--- config.mk ---
export PLATFORM = sky130hd
export DESIGN_NAME = rect_obstacle
export DESIGN_NICKNAME = d
export VERILOG_FILES = /design/src/rtl/rect_pkg.sv /design/src/rtl/rect_collide.sv /design/src/rtl/rect_obstacle.sv
export SDC_FILE = /design/constraint.sdc
export NUM_CORES = 1
export LEC_CHECK = 0
export BUFFER_PORTS_ARGS = -buffer_cell sky130_fd_sc_hd__buf_2
export CORE_MARGIN = 5
export CORE_UTILIZATION = 65
export CTS_CLUSTER_DIAMETER = 100
export CTS_CLUSTER_SIZE = 12
export DETAILED_ROUTE_END_ITERATION = 10
export PLACE_DENSITY = 0.89
export SYNTH_ARGS = -nofsm -noshare
export SYNTH_HDL_FRONTEND = slang
export SYNTH_SLANG_ARGS = --single-unit
--- constraint.sdc ---
create_clock -name btnClk -period 11.7 [get_ports btnClk]
set_clock_uncertainty 0.15 [all_clocks]
set_input_delay 1.755 -clock btnClk [delete_from_list [all_inputs] [get_ports btnClk]]
set_output_delay 1.755 -clock btnClk [all_outputs]
set_load 0.05 [all_outputs]
--- src/rtl/rect_pkg.sv ---
// rect_pkg: shared mode encoding, button codes and playfield/player defaults
package rect_pkg;
  typedef enum logic [1:0] {
    M_STATIC   = 2'd0,
    M_MANUAL   = 2'd1,
    M_PATROL_H = 2'd2,
    M_PATROL_V = 2'd3
  } mode_e;
  localparam logic [3:0] BTN_UP    = 4'b1000;
  localparam logic [3:0] BTN_DOWN  = 4'b0100;
  localparam logic [3:0] BTN_RIGHT = 4'b0010;
  localparam logic [3:0] BTN_LEFT  = 4'b0001;
  localparam int DEF_H_RES = 640;
  localparam int DEF_V_RES = 480;
  localparam int DEF_P_W   = 12;
  localparam int DEF_P_H   = 12;
endpackage

--- src/rtl/rect_collide.sv ---
// rect_collide: combinational player/rectangle contact flags and overlap-with-mismatch condition
// Ports: i_px/i_py player corner, i_rx/i_ry rect corner, i_w/i_h rect size,
//        i_rc/i_pc colours, i_vis rect visible; o_up/o_down/o_left/o_right block flags,
//        o_ov overlapping with a colour mismatch.
module rect_collide #(
  parameter int CW  = 10,
  parameter int P_W = 12,
  parameter int P_H = 12
) (
  input  logic [CW-1:0] i_px,
  input  logic [CW-1:0] i_py,
  input  logic [CW-1:0] i_rx,
  input  logic [CW-1:0] i_ry,
  input  logic [CW-1:0] i_w,
  input  logic [CW-1:0] i_h,
  input  logic [3:0]    i_rc,
  input  logic [3:0]    i_pc,
  input  logic          i_vis,
  output logic          o_up,
  output logic          o_down,
  output logic          o_left,
  output logic          o_right,
  output logic          o_ov
);
  // One extra bit so the far edges never wrap around
  logic [CW:0] w_pl, w_pt, w_pr, w_pb, w_rl, w_rt, w_rr, w_rb;
  logic w_hov, w_vov, w_full_h, w_full_v, w_mis;
  assign w_pl = {1'b0, i_px};
  assign w_pt = {1'b0, i_py};
  assign w_rl = {1'b0, i_rx};
  assign w_rt = {1'b0, i_ry};
  assign w_pr = w_pl + (CW+1)'(P_W);
  assign w_pb = w_pt + (CW+1)'(P_H);
  assign w_rr = w_rl + {1'b0, i_w};
  assign w_rb = w_rt + {1'b0, i_h};
  assign w_hov    = w_pr > w_rl && w_pl < w_rr;
  assign w_vov    = w_pb > w_rt && w_pt < w_rb;
  assign w_full_h = w_pl >= w_rl && w_pr <= w_rr;
  assign w_full_v = w_pt >= w_rt && w_pb <= w_rb;
  assign w_mis    = i_rc != i_pc;
  // A matching-colour player fully inside the span may pass through the edge
  assign o_down  = i_vis && w_pb == w_rt && w_hov && (w_mis || !w_full_h);
  assign o_up    = i_vis && w_pt == w_rb && w_hov && (w_mis || !w_full_h);
  assign o_right = i_vis && w_pr == w_rl && w_vov && (w_mis || !w_full_v);
  assign o_left  = i_vis && w_pl == w_rr && w_vov && (w_mis || !w_full_v);
  assign o_ov    = i_vis && w_hov && w_vov && w_mis;
endmodule

--- src/rtl/rect_obstacle.sv ---
// rect_obstacle: movable rectangle obstacle (static/manual/patrol) with registered player block flags and hit pulse
// Ports: btnClk clock, rst_n async active-low reset, load/step_tick strobes, mode, btns,
//        x0/y0/w/h geometry, visible, colours, player_x/player_y; outputs rect_x/rect_y,
//        blk_up/down/left/right, hit, dir.
module rect_obstacle
  import rect_pkg::*;
#(
  parameter int H_RES = DEF_H_RES,
  parameter int V_RES = DEF_V_RES,
  parameter int CW    = 10,
  parameter int P_W   = DEF_P_W,
  parameter int P_H   = DEF_P_H,
  parameter int STEP  = 1,
  parameter int WRAP  = 1
) (
  input  logic          btnClk,
  input  logic          rst_n,
  input  logic          load,
  input  logic          step_tick,
  input  logic [1:0]    mode,
  input  logic [3:0]    btns,
  input  logic [CW-1:0] x0,
  input  logic [CW-1:0] y0,
  input  logic [CW-1:0] w,
  input  logic [CW-1:0] h,
  input  logic          visible,
  input  logic [3:0]    rect_color,
  input  logic [3:0]    player_color,
  input  logic [CW-1:0] player_x,
  input  logic [CW-1:0] player_y,
  output logic [CW-1:0] rect_x,
  output logic [CW-1:0] rect_y,
  output logic          blk_up,
  output logic          blk_down,
  output logic          blk_left,
  output logic          blk_right,
  output logic          hit,
  output logic          dir
);
  localparam int SW = CW + 1;
  mode_e r_mode;
  logic [CW-1:0] r_x, r_y;
  logic r_dir, r_ov, r_hit, r_up, r_down, r_left, r_right;
  logic signed [SW-1:0] w_xs, w_ys, w_step, w_hi_x, w_hi_y, w_mx, w_my;
  logic signed [SW-1:0] w_pv, w_phi, w_praw, w_pn;
  logic w_pturn, w_chg, w_up, w_down, w_left, w_right, w_ov;
  // Upper bound of the top-left corner; an oversized rectangle pins it at 0
  function automatic logic signed [SW-1:0] f_hi(input int res, input logic [CW-1:0] sz);
    logic signed [SW-1:0] d;
    d = $signed(SW'(res)) - $signed({1'b0, sz});
    return d < 0 ? '0 : d;
  endfunction
  function automatic logic signed [SW-1:0] f_fit(input logic signed [SW-1:0] v,
                                                 input logic signed [SW-1:0] hi);
    return v < 0 ? (WRAP != 0 ? hi : '0) : v > hi ? (WRAP != 0 ? '0 : hi) : v;
  endfunction
  always_comb begin
    w_xs    = $signed({1'b0, r_x});
    w_ys    = $signed({1'b0, r_y});
    w_step  = $signed(SW'(STEP));
    w_hi_x  = f_hi(H_RES, w);
    w_hi_y  = f_hi(V_RES, h);
    w_mx    = btns == BTN_LEFT  ? f_fit(w_xs - w_step, w_hi_x) :
              btns == BTN_RIGHT ? f_fit(w_xs + w_step, w_hi_x) : w_xs;
    w_my    = btns == BTN_UP    ? f_fit(w_ys - w_step, w_hi_y) :
              btns == BTN_DOWN  ? f_fit(w_ys + w_step, w_hi_y) : w_ys;
    // Patrol shares one datapath; the mode picks the axis
    w_pv    = r_mode == M_PATROL_V ? w_ys : w_xs;
    w_phi   = r_mode == M_PATROL_V ? w_hi_y : w_hi_x;
    w_praw  = r_dir ? w_pv - w_step : w_pv + w_step;
    w_pturn = w_praw < 0 || w_praw > w_phi;
    w_pn    = w_praw < 0 ? '0 : w_praw > w_phi ? w_phi : w_praw;
    w_chg   = mode_e'(mode) != r_mode;
  end
  rect_collide #(.CW(CW), .P_W(P_W), .P_H(P_H)) u_collide (
    .i_px(player_x), .i_py(player_y), .i_rx(r_x), .i_ry(r_y), .i_w(w), .i_h(h),
    .i_rc(rect_color), .i_pc(player_color), .i_vis(visible),
    .o_up(w_up), .o_down(w_down), .o_left(w_left), .o_right(w_right), .o_ov(w_ov)
  );
  always_ff @(posedge btnClk or negedge rst_n) begin
    if (!rst_n) begin
      r_x     <= '0;
      r_y     <= '0;
      r_dir   <= 1'b0;
      r_mode  <= M_STATIC;
      r_ov    <= 1'b0;
      r_hit   <= 1'b0;
      r_up    <= 1'b0;
      r_down  <= 1'b0;
      r_left  <= 1'b0;
      r_right <= 1'b0;
    end else begin
      r_up    <= w_up;
      r_down  <= w_down;
      r_left  <= w_left;
      r_right <= w_right;
      r_ov    <= w_ov;
      r_hit   <= w_ov && !r_ov;
      if (load) begin
        r_x    <= x0;
        r_y    <= y0;
        r_mode <= mode_e'(mode);
        if (w_chg) r_dir <= 1'b0;
      end else if (step_tick) begin
        // The step acts on the mode already held; the sampled mode applies from the next step
        r_mode <= mode_e'(mode);
        r_dir  <= w_chg ? 1'b0 :
                  (r_mode == M_PATROL_H || r_mode == M_PATROL_V) && w_pturn ? ~r_dir : r_dir;
        r_x    <= r_mode == M_MANUAL ? w_mx[CW-1:0] : r_mode == M_PATROL_H ? w_pn[CW-1:0] : r_x;
        r_y    <= r_mode == M_MANUAL ? w_my[CW-1:0] : r_mode == M_PATROL_V ? w_pn[CW-1:0] : r_y;
      end
    end
  end
  assign rect_x    = r_x;
  assign rect_y    = r_y;
  assign dir       = r_dir;
  assign hit       = r_hit;
  assign blk_up    = r_up;
  assign blk_down  = r_down;
  assign blk_left  = r_left;
  assign blk_right = r_right;
endmodule

# Yosys cells after proc, flatten, opt, wreduce, memory -nomap -nowiden
# Cells that the tools add are included.
# Widths: inputs -> output; s select.
[word_totals]
ff_bits = 29
elab_cells = 128
[classes]
reduce_logical = 35
magnitude_cmp = 20
eq_ne = 16
addsub = 12
bitwise_logic = 1
muxes = 34
[ops]
columns = ["op", "n"]
rows = [
  ["$mux 10", 23],
  ["$lt 11x1->1 const B", 7],
  ["$gt 11x11->1", 5],
  ["$mux 11", 4],
  ["$add 10x1->11 const B", 3],
  ["$sub 10x1->11 const B", 3],
  ["$add 10x10->11", 2],
  ["$add 10x4->11 const B", 2],
  ["$eq 10x11->1", 2],
  ["$eq 11x10->1", 2],
  ["$gt 11x10->1", 2],
  ["$le 11x11->1", 2],
  ["$lt 10x11->1", 2],
  ["$logic_and 1x1->1", 21],
  ["$ge 10x10->1", 2],
  ["$sub 10x10->11 const A", 1],
  ["$sub 9x10->11 const A", 1],
  ["$reduce_and 3->1", 3],
  ["$ne 4x4->1 const B", 2],
  ["$reduce_bool 3->1", 2],
  ["$mux 1", 5],
  ["$eq 2x2->1 const B", 2],
  ["$eq 4x1->1 const B", 1],
  ["$eq 4x2->1 const B", 1],
  ["other kinds (11)", 18],
]

# Longest topological paths before layout
# Gate-level depths: netlist of the first run.
[logic_depth]
ltp_word = 11
mapped_depth = 23

# Modules after synthesis
# From an unflattened synthesis of the first run, not the netlist that was laid out.
[hier_totals]
cells_unflattened = 1064
hier_area_um2 = 8042.7
[modules_own_cells]
columns = ["module", "instances", "seq_area_each_um2", "cells_per_inst", "area_per_inst_um2"]
rows = [
  ["rect_obstacle", 1, 725.7, 665, 5026.1],
  ["rect_collide", 1, 0.0, 399, 3016.6],
]

# Worst setup path before layout of the first run
# No wires, ideal clock.
[synth_timing]
path_type = "input -> register"
from = "input port w[4]"
to = "register r_x[5], in the netlist rect_x[5]"
path_stages = 15
setup_ns = 0.082
setup_slack_ns = 6.364
required_time_ns = 11.468
arrival_ns = 5.104
cell_sequence = "or3_1 > buf_2 > or4_4 > or3_1 > a21boi_0 > inv_1 > ha_1 > a21o_1 > a21o_1 > a211oi_1 > o21ai_0 > or3_1 > nand2b_1 > nor3b_1 > a31oi_1"
[synth_between]
elab_chain_len = 11
word_cells_on_any_way = 19
classes_between = "add/sub (1); order compare (4); mux (14)"
[synth_lines]
columns = ["item", "line_no", "source"]
rows = [
  ["from (decl)", "rect_obstacle.sv:24", "input logic [CW-1:0] w,"],
  ["$sub 10x10->11 (*)", "rect_obstacle.sv:50", "d = $signed(SW'(res)) - $signed({1'b0, sz});"],
  ["$lt 11x1->1", "rect_obstacle.sv:51", "return d < 0 ? '0 : d;"],
  ["$mux 11 (*)", "rect_obstacle.sv:51", ""],
  ["$mux 11 or $gt 11x11->1 (tied branches)", "rect_obstacle.sv:69, rect_obstacle.sv:55", ""],
  ["$gt 11x11->1 or $mux 10 (tied branches)", "rect_obstacle.sv:72, rect_obstacle.sv:55", ""],
  ["$mux 10, on equally long branches", "rect_obstacle.sv:72, rect_obstacle.sv:55", ""],
  ["$mux 10, on equally long branches", "rect_obstacle.sv:72, rect_obstacle.sv:64", ""],
  ["$mux 10, on equally long branches", "rect_obstacle.sv:109, rect_obstacle.sv:63", ""],
  ["$mux 10 (*)", "rect_obstacle.sv:109", "r_x <= r_mode == M_MANUAL ? w_mx[CW-1:0] : r_mode == M_PATROL_H ? w_pn[CW-1:0] : r_x;"],
  ["$mux 10 (*)", "rect_obstacle.sv:104", "end else if (step_tick) begin"],
  ["$mux 10 (*)", "rect_obstacle.sv:99", "if (load) begin"],
  ["to (signal assigned)", "rect_obstacle.sv:109", ""],
  ["to (decl)", "rect_obstacle.sv:42", "logic [CW-1:0] r_x, r_y;"],
]
# Mark *: on every way between the ends. The rest lies on a longest branch, timed or not. The select of a mux whose other input is x is not followed.
# A chain may end at the register's enable or synchronous reset.

# Worst setup path after layout of the first run
# Same ends and word-level chain as after synthesis.

==> results.ini, run 1 <==
[run_status]
status = complete, no violations

[power_and_ir_drop]
cellPowerDensity_mw_per_mm2 = 218
cellLeakagePower_nw = 4.02
irDropWorstVdd_mv = 0.166
finalPower_w = 0.00183

[floorplanning]
rows = 39
coreArea_mm2 = 0.0115
num_io_pins = 105
die_h_um = 118
die_w_um = 118
dieArea_mm2 = 0.0140
start_util_pct = 66.4

[synthesis]
ys.flop_type = dfrtp_1
syn_inst = 999
ys_seq_area_share_pct = 9.52
synth_fa_ha_area_share_pct = 27.2
synth_compound_area_share_pct = 27.2
synth_top_family_by_area = adder cells
synth_nets = 1242
ys_ff_latch = 29
synth_edf_count = 0
yosys_warnings = 0
syn_area_mm2 = 0.00762
synthMuxAreaShare_pct = 1.07
postSynthAreaPerCell_um2 = 7.63
async_flop_share_pct = 100
synth.distinct_cells = 77
synth_xor_xnor_area_share_pct = 9.20
synth-simple-area-share_pct = 20.7

[layout]
num_antenna_cells = 0
final_nets = 1331
area_delta_synth_final_pct = 10.0
drive_gt1_share_pct = 12.9
stdcell_count = 1232

[drt]
antenna_left = 0
first_pass_iters = 7
drt_iter0_drc = 944
route.detailed.drc = 0
wire_per_inst_um = 21.6
routed_wl_um = 26600
dr_total_vias = 8418
vias_per_cell = 6.83

[place]
place_inst = 1224
port_buffers = 104
place.detailed.hpwl_um = 21600
gp_congestion = 1.02

[grt]
grt_util_all_layers_pct = 36.3
grt_antenna_before_repair = 0
grt.overflow.total = 0
grt_pass1_vias = 8060
grt_max_degree = 30
grt_pass1_wl_um = 41700

[sta]
fmax_mhz = 165
max_slew_margin_pct = 19.4
hold_violations = 0
min_period_over_period_pct = 51.7
finalSetupViolCount = 0
period_needed_ns = 6.05
rsz0062_at_grt = false
tightest_slew_ns = 1.19
fin_setup_tns_ns = 0
finalMaxSlewViolations = 0

[setup_path]
cpMostUsedCell = or3_1
critical_path.max_fanout = 6
cp.required_ns = 11.71
path_delay_family = simple AND/OR/NAND/NOR gates
crit_path_start_kind = input pin
critPathBufInv = 2
cp-end-kind = flop
crit_arrival_ns = 6.06
max_stage_delay_ns = 0.62
critPathKind = input pin to flop
cp_slowest_cell = a21boi_0
crit_chain = buf_2 -> or3_1 -> or4_4 -> or3_1 -> a21boi_0 -> inv_1 -> ha_1 -> and3_1 -> nand3_1 -> a21oi_1 -> a211oi_1 -> o21ai_0 -> or3_1 -> nand2b_1 -> nor3b_1 -> a31oi_1

[cts]
cts_hold_buf = 0
ctsResizeCount = 0
path_clk_slew_ns = 0.05
htree_levels = 2
cts_tree = yes
cts_made_buffers = 5
cts_buffer_depth = 2
clock_latency_ns = 0.29
cts_setup_buffers = 0
cts.sinks = 29
cts-root-buf = clkbuf_16

[worst_hold_path]
worst_hold_path_type = flop to flop

[run]
drv_cap = 0

## metal layers
layer	track usage, %	up-vias	part of all wire (%)
met2	56.8	582	43
met3	9.50	127	13
met5	0	-	0
li1	-	3914	-
met4	9.96	0	4.1
met1	49.6	3795	40
## cell usage in the layout, fill, tap and decap left out, types with 5 or more instances in the layout
cell | synthesis | layout
nand2_1 | 78 | 78
ha_1 | 161 | 161
a211o_1 | 7 | 7
o21bai_1 | 9 | 9
xnor2_1 | 58 | 58
a211oi_1 | 12 | 12
o211ai_1 | 13 | 13
o21ai_0 | 55 | 55
o21a_1 | 15 | 15
nor2b_1 | 14 | 14
nand3_1 | 39 | 39
mux2_2 | 5 | 5
a21o_1 | 26 | 26
nor2_1 | 49 | 49
a31oi_1 | 18 | 18
o22ai_1 | 24 | 24
or3_1 | 12 | 12
xor2_1 | 22 | 22
dfrtp_1 | 29 | 29
o221ai_1 | 6 | 6
nor3_1 | 29 | 29
o2111ai_1 | 5 | 5
inv_1 | 74 | 74
and3_1 | 16 | 16
buf_2 | 2 | 104
nor4_1 | 9 | 9
a21oi_1 | 73 | 73
clkbuf_16 | 0 | 5
nand4_1 | 15 | 15
nand2b_1 | 21 | 21
## cells by family (layout without fill, tap and decap cells)
group	after synthesis	after routing
buf+inv	101	191
mux	7	7
simple gates	310	310
fa+ha+maj	164	164
flops	29	29
xor+xnor	80	80
compound gates	308	308
## state kept, by name, indices dropped and copies added, names as in the netlist
signal	cells
blk_down	1
blk_left	1
blk_right	1
blk_up	1
dir	1
hit	1
r_mode	2
r_ov	1
rect_x	10
rect_y	10
## through the flow
| step | area [um2] | hold WS [ns] | utilization [%] | setup WS (ns) |
|---|---|---|---|---|
| 2_1_floorplan | 7620 | 0.232 | - | 6.36 |
| 3_3_place_gp | 8240 | 0.236 | 71.9 | 5.63 |
| 3_5_place_dp | 8240 | 0.246 | 71.9 | 5.59 |
| 4_1_cts | 8380 | 0.253 | 73.1 | 5.85 |
| 5_1_grt | 8380 | 0.265 | 73.1 | 5.47 |
| 6_report | 8380 | 0.256 | 73.1 | 5.65 |
## path summary, 6_finish.rpt
check / cells after the start / from / slack [ns] / endpoint
max: 16 / w[4] / 5.65 / rect_x[5]$_DFFE_PN0P_
min: 1 / r_ov$_DFF_PN0_ / 0.26 / hit$_DFF_PN0_
max reg2reg: 18 / r_mode[1]$_DFFE_PN0P_ / 6.22 / rect_x[7]$_DFFE_PN0P_
min reg2reg: 1 / r_ov$_DFF_PN0_ / 0.26 / hit$_DFF_PN0_
max in group asynchronous: 1 / rst_n / 9.56 / rect_x[6]$_DFFE_PN0P_
min in group asynchronous: 1 / rst_n / 1.37 / r_mode[0]$_DFFE_PN0P_
## power breakdown
part	switching (W)	internal [W]	total [W]
combinational	0.000902	0.000572	0.00147
sequential	0.0000968	0.000126	0.000222
clock	0.0000524	0.0000779	0.000130
total	0.00105	0.000775	0.00183
## cell type report
type / instances / area, um2
Multi-Input combinational cell: 869 / 6500
Fill cell: 963 / 3080
Inverter: 75 / 282
Timing Repair Buffer: 108 / 551
Sequential cell: 29 / 726
Clock buffer: 5 / 125
Clock inverter: 3 / 17.5
Tap cell: 143 / 179
## synthesized netlist by cell type (6+ instances only)
cell type	count	share of area, %
nand2_1	78	3.8
dfrtp_1	29	9.5
nor3_1	29	1.9
and3_1	16	1.3
clkbuf_1	23	1.1
o21bai_1	9	0.89
ha_1	161	26
nor4_1	9	0.74
xor2_1	22	2.5
nand4_1	15	1.2
a211oi_1	12	1.2
o22ai_1	24	2.0
nor2b_1	14	1.1
o221ai_1	6	0.69
o21a_1	15	1.5
xnor2_1	58	6.7
or3_1	12	0.99
inv_1	74	3.6
nand3_1	39	2.6
a21o_1	26	2.6
a21oi_1	73	4.8
nor2_1	49	2.4
o211ai_1	13	1.3
a31oi_1	18	1.5
nand2b_1	21	1.7
a211o_1	7	0.80
o21ai_0	55	3.6
## worst reg2reg max path, cell delays in order (launching register included)
cell       delay (ns)
dfrtp_1          0.49
and2_1           0.21
buf_4            0.21
o21ai_0          0.52
ha_1             0.41
a2111oi_0        0.47
o211ai_1         0.23
nand3_1          0.24
a21oi_1          0.13
o21a_1           0.19
nor2_1           0.11
xnor2_1          0.18
ha_1             0.29
and3_1           0.18
o2111a_1         0.16
o31ai_4          0.66
nor2b_1          0.24
o21ai_1          0.10
a31oi_1          0.22
No activity file was read; power rests on OpenSTA's default activity.
==> run 2: changes to the inputs <==
- CORE_UTILIZATION: 65 -> 61
- PLACE_DENSITY: 0.89 -> 0.84
- clock period: 11.7 -> 5.6 ns (I/O delays scaled with it)
==> run 2 against run 1 <==
  * Sequential power grew 82%
  * Die area grew 6.0%
  * Hold slack gained 0.0052 ns
  * Clock power grew 110%
  * Routed wire length grew 1.6%
  * Critical path depth grew 5
  * Register-to-register slack lost 5.8 ns
  * Setup slack lost 5.2 ns
  * Cell count grew 3.2%
  * Largest cell class unchanged
==> results.ini, run 2 (synthesized netlist as in run 1, its figures left out) <==
[power_and_ir_drop]
irDropWorstVdd_mv = 0.316  ; +90%
cellLeakagePower_nw = 4.09  ; +1.8%
cellPowerDensity_mw_per_mm2 = 453  ; +110%

[setup_path]
cp.required_ns = 5.61  ; -6.10 ns
cp-end-kind = flop
critical_path.max_fanout = 15  ; +9
r2r_start = r_mode[0]$_DFFE_PN0P_
reg2reg_to = rect_x[8]$_DFFE_PN0P_
crit_path_start_kind = flop
ff2ff_setup_slack_ns = 0.47  ; -5.75 ns
critPathKind = flop to flop
crit_arrival_ns = 5.14  ; -0.92 ns
ff2ff_path_depth = 21  ; +3

[sta]
max_slew_margin_pct = 37.7  ; +18 points
tightest_slew_ns = 0.932  ; -0.262 ns
finalMaxSlewViolations = 0  ; unchanged
fmax_mhz = 195
period_needed_ns = 5.13
rsz0062_at_grt = false
finalSetupViolCount = 0  ; unchanged
hold_violations = 0  ; unchanged
fin_setup_tns_ns = 0  ; unchanged
min_period_over_period_pct = 91.7

[cts]
clock_latency_ns = 0.28  ; about the same
cts-root-buf = clkbuf_16
path_clk_slew_ns = 0.05  ; about the same
cts_tree = yes
htree_levels = 2  ; unchanged
cts.sinks = 29  ; unchanged
cts_setup_buffers = 0  ; unchanged
cts_buffer_depth = 2  ; unchanged
cts_hold_buf = 0  ; unchanged
ctsResizeCount = 0  ; unchanged
cts_made_buffers = 5  ; unchanged

[grt]
grt_util_all_layers_pct = 35.7  ; -0.64 points
grt_max_degree = 30  ; unchanged
grt_pass1_vias = 8201  ; +1.7%
grt_antenna_before_repair = 0  ; unchanged
grt_pass1_wl_um = 42200  ; +1.3%
grt.overflow.total = 0  ; unchanged

[place]
gp_congestion = 1.03  ; +0.94%
place.detailed.hpwl_um = 22300  ; +3.1%
port_buffers = 104  ; unchanged

[drt]
drt_iter0_drc = 962  ; +1.9%
vias_per_cell = 6.67  ; -2.4%
routed_wl_um = 27100  ; +1.6%
route.detailed.drc = 0  ; unchanged
dr_total_vias = 8473  ; +0.65%
antenna_left = 0  ; unchanged
wire_per_inst_um = 21.3  ; -1.5%
first_pass_iters = 6  ; -1

[worst_hold_path]
min_from = r_ov$_DFF_PN0_
whs_path_depth = 1  ; unchanged
hold_end = hit$_DFF_PN0_
worst_hold_path_type = flop to flop

[layout]
layout_commonest_cell = ha_1
area_delta_synth_final_pct = 11.9
num_antenna_cells = 0  ; unchanged
layout_common_cells = ha_1, buf_2, nand2_1, inv_1, a21oi_1
drive_gt1_share_pct = 13.9  ; +1.0 points
final_nets = 1346  ; +1.1%
fin_util_pct = 70.4  ; -2.7 points

[floorplanning]
die_h_um = 122  ; +3.0%
die_w_um = 122  ; +3.0%
dieArea_mm2 = 0.0148  ; +6.0%
rows = 40  ; +2.6%
coreArea_mm2 = 0.0121  ; +5.6%
start_util_pct = 62.9  ; -3.5 points
num_io_pins = 105  ; unchanged

[run_status]
status = complete, no violations

[run]
drv_cap = 0  ; unchanged

==> run 2: metal layers <==
layer	GRT usage (%)	vias to the layer above	wire length, um
met5	0	-	0
met4	16.5	0	1440
met3	8.22	114	2850
met2	57.4	519	11900
met1	45.3	3904	10800
li1	-	3936	-
==> run 2: per-stage QoR <==
stage | hold slack, ns | cells | cell area, um2 | total power (W) | setup slack (ns)
final | 0.261 | 1271 | 8530 | 0.00386 | 0.466
after global routing | 0.274 | 1271 | 8530 | 0.00418 | 0.0905
after CTS | 0.257 | 1271 | 8530 | 0.00378 | 0.598
after detailed placement | 0.246 | 1264 | 8390 | 0.00349 | 0.501
after global placement | 0.242 | 1264 | 8390 | 0.00343 | 0.499
after floorplan | 0.232 | 999 | 7620 | 0.00263 | 0.841
==> run 2: worst max-delay path: stages, from the launching register on <==
cell	delay, ns
dfrtp_1	0.39
and2_1	0.30
buf_4	0.26
buf_4	0.16
nand2_1	0.07
o21ai_0	0.12
ha_1	0.23
a2111oi_0	0.37
o211ai_1	0.24
nand3_1	0.21
a21oi_1	0.13
o21a_1	0.19
nor2_1	0.11
xnor2_1	0.10
ha_1	0.30
and3_1	0.20
a21oi_1	0.11
o31ai_4	0.62
buf_4	0.26
mux2_4	0.31
nand2_2	0.09
a21oi_2	0.06
==> run 2: area by class of cell <==
class	count	area, um2
clock buffer	7	143
sequential	29	726
inverter	75	282
fill	1059	3580
multi-input combinational	869	6500
tap	168	210
timing repair buffer	123	663
==> run 2: how the worst max path moves through the flow <==
stage                               start  cells past startpoint               endpoint
finish              r_mode[0]$_DFFE_PN0P_                     21  rect_x[8]$_DFFE_PN0P_
global route        r_mode[0]$_DFFE_PN0P_                     21  rect_y[8]$_DFFE_PN0P_
CTS                 r_mode[0]$_DFFE_PN0P_                     21  rect_x[8]$_DFFE_PN0P_
detailed placement                   h[1]                     17  rect_y[4]$_DFFE_PN0P_
global placement                     h[1]                     17  rect_y[5]$_DFFE_PN0P_
floorplan           r_mode[0]$_DFFE_PN0P_                     22        dir$_DFFE_PN0P_
==> run 2: report_power, final <==
part | leakage, nW | switching, W | internal, W
Clock | 0.0700 | 0.000102 | 0.000175
Combinational | 3.67 | 0.00195 | 0.00123
Sequential | 0.357 | 0.000140 | 0.000264
==> run 3: changes to the inputs <==
- CORE_UTILIZATION: 61 -> 55
- PLACE_DENSITY: 0.84 -> 0.8
- clock period: 5.6 -> 4.6 ns (I/O delays scaled with it)
==> run 3 against run 2 <==
  * Setup slack got worse by 0.29 ns
  * Routed wire length decreased by 0.16%
  * Total power increased by 31%
  * Non-clock buffer count increased by 58
  * Cell count increased by 5.6%
==> results.ini, run 3 (synthesized netlist as in run 1, its figures left out) <==
[grt]
grt.overflow.total = 0  ; unchanged
grt_pass1_wl_um = 42800  ; +1.4%
grt_max_degree = 30  ; unchanged
grt_pass1_vias = 8304  ; +1.3%
grt_util_all_layers_pct = 32.5  ; -3.2 points
grt_antenna_before_repair = 0  ; unchanged

[cts]
path_clk_slew_ns = 0.06  ; about the same
cts-root-buf = clkbuf_16
cts.sinks = 29  ; unchanged
cts_buffer_depth = 2  ; unchanged
cts_made_buffers = 5  ; unchanged
cts_tree = yes
clock_latency_ns = 0.29  ; about the same
htree_levels = 2  ; unchanged

[layout]
drive_gt1_share_pct = 18.9  ; +5.1 points
layout_common_cells = ha_1, buf_2, nand2_1, inv_1, buf_4
area_delta_synth_final_pct = 19.4
num_antenna_cells = 0  ; unchanged
final_nets = 1404  ; +4.3%
stdcell_area_mm2 = 0.00910  ; +6.7%
stdcell_count = 1342  ; +5.6%
layout_commonest_cell = ha_1

[drt]
vias_per_cell = 6.39  ; -4.2%
route.detailed.drc = 0  ; unchanged
routed_wl_um = 27000  ; -0.16%
dr_total_vias = 8572  ; +1.2%
antenna_left = 0  ; unchanged
wire_per_inst_um = 20.1  ; -5.4%
first_pass_iters = 5  ; -1
drt_iter0_drc = 966  ; +0.42%

[setup_path]
cp.required_ns = 4.65  ; -0.96 ns
max_stage_delay_ns = 0.47  ; -0.15 ns
ff2ff_setup_slack_ns = 0.20  ; -0.27 ns
cpMostUsedCell = or3_1
crit_arrival_ns = 4.48  ; -0.66 ns
crit_path_start_kind = input pin
critPathKind = input pin to flop
crit_chain = buf_2 -> or3_1 -> or4_4 -> or3_1 -> a21boi_0 -> buf_4 -> inv_1 -> ha_1 -> and3_1 -> nand3_1 -> a21oi_1 -> a211oi_1 -> o21ai_0 -> or3_1 -> mux2_2 -> a31oi_1
cp-end-kind = flop
cp_slowest_cell = or3_1
critical_path.max_fanout = 6  ; -9

[sta]
period_needed_ns = 4.43
hold_violations = 0  ; unchanged
tightest_slew_ns = 0.889  ; -0.0430 ns
fin_ws_ns = 0.175  ; -0.291 ns
finalSetupViolCount = 0  ; unchanged
min_period_over_period_pct = 96.2
finalMaxSlewViolations = 0  ; unchanged
fmax_mhz = 226
max_slew_margin_pct = 40.6  ; +2.9 points

[power_and_ir_drop]
p_clk_share_pct = 8.0  ; +0.8 points
cellPowerDensity_mw_per_mm2 = 555  ; +23%
seqPwrFrac_pct = 8.0  ; -2.4 points
netSwitchingFraction_pct = 53.8  ; -2.9 points
comb_power_share_pct = 84.1  ; +1.7 points
irDropWorstVdd_mv = 0.365  ; +16%
intPower_w = 0.00234  ; +40%
p_sw_w = 0.00272  ; +24%
cellLeakagePower_nw = 4.42  ; +8.0%

[place]
port_buffers = 104  ; unchanged
pre_cts_ws_ns = -0.0990  ; -0.600 ns
place_area_mm2 = 0.00882  ; +5.2%
place.detailed.hpwl_um = 22200  ; -0.64%
gp_congestion = 1.02  ; -1.2%
place_inst = 1330  ; +5.2%

[run]
drv_cap = 0  ; unchanged

[floorplanning]
start_util_pct = 55.5  ; -7.4 points
die_h_um = 128  ; +4.9%
num_io_pins = 105  ; unchanged
dieArea_mm2 = 0.0163  ; +10%
rows = 43  ; +7.5%
coreArea_mm2 = 0.0137  ; +13%
die_w_um = 128  ; +4.9%

[run_status]
status = complete, no violations

[worst_hold_path]
worst_hold_path_type = flop to flop

==> run 3: area by class of cell <==
type                    count  area [um2]
inverters                  75         282
clock buffers               6         139
multi-input cells         869        6570
clock inverters             2        37.5
flip-flops and latches     29         726
well taps                 180         225
repair buffers            181        1120
fillers                  1219        4620
==> run 3: path summary, 6_finish.rpt <==
check / startpoint / end / cells after the start
setup / recovery: w[4] / rect_x[1]$_DFFE_PN0P_ / 16
hold / removal: r_ov$_DFF_PN0_ / hit$_DFF_PN0_ / 1
setup reg to reg: r_mode[1]$_DFFE_PN0P_ / rect_x[0]$_DFFE_PN0P_ / 19
hold reg to reg: r_ov$_DFF_PN0_ / hit$_DFF_PN0_ / 1
max in group asynchronous: rst_n / rect_y[7]$_DFFE_PN0P_ / 1
min in group asynchronous: rst_n / blk_left$_DFF_PN0_ / 1
==> run 3: layer usage <==
layer / vias up / GRT usage (%) / share of wire (%)
met5: - / 0 / 0
met4: 0 / 14.7 / 5.0
met3: 100 / 5.29 / 10
met2: 501 / 50.7 / 44
met1: 3913 / 44.2 / 41
li1: 4058 / - / -
==> run 3: worst max-delay path, delay by kind of cell <==
kind                       cells  cell delay, ns
buffers and inverters          3            0.37
and+or+nand+nor                6            1.96
adders and majority gates      1            0.29
muxes                          1            0.31
AOI/OAI and AO/OA              5            0.87
==> run 3: power groups by stage <==
stage	clock network, W	logic, W	registers (W)
after global placement	0	0.00395	0.000400
final	0.000402	0.00425	0.000402
after floorplan	0	0.00257	0.000636
after detailed placement	0	0.00401	0.000400
after global routing	0.000413	0.00468	0.000406
after CTS	0.000401	0.00408	0.000397
==> run 3: stage by stage <==
| stage | power (W) | utilization [%] | TNS, ns | hold slack (ns) |
|---|---|---|---|---|
| floorplan | 0.00321 | - | 0 | 0.232 |
| global placement | 0.00435 | 64.3 | -0.102 | 0.244 |
| detailed placement | 0.00441 | 64.3 | -0.377 | 0.249 |
| CTS | 0.00488 | 65.7 | 0 | 0.255 |
| global route | 0.00550 | 66.3 | -0.0610 | 0.274 |
| finish | 0.00505 | 66.3 | 0 | 0.253 |
==> run 3: repair_timing <==
action	in CTS	in global routing
pin swaps	1	5
hold buffers	0	0
resized for setup	0	15
hold endpoints to repair	0	0
setup buffers	2	2
setup endpoints to repair	13	23
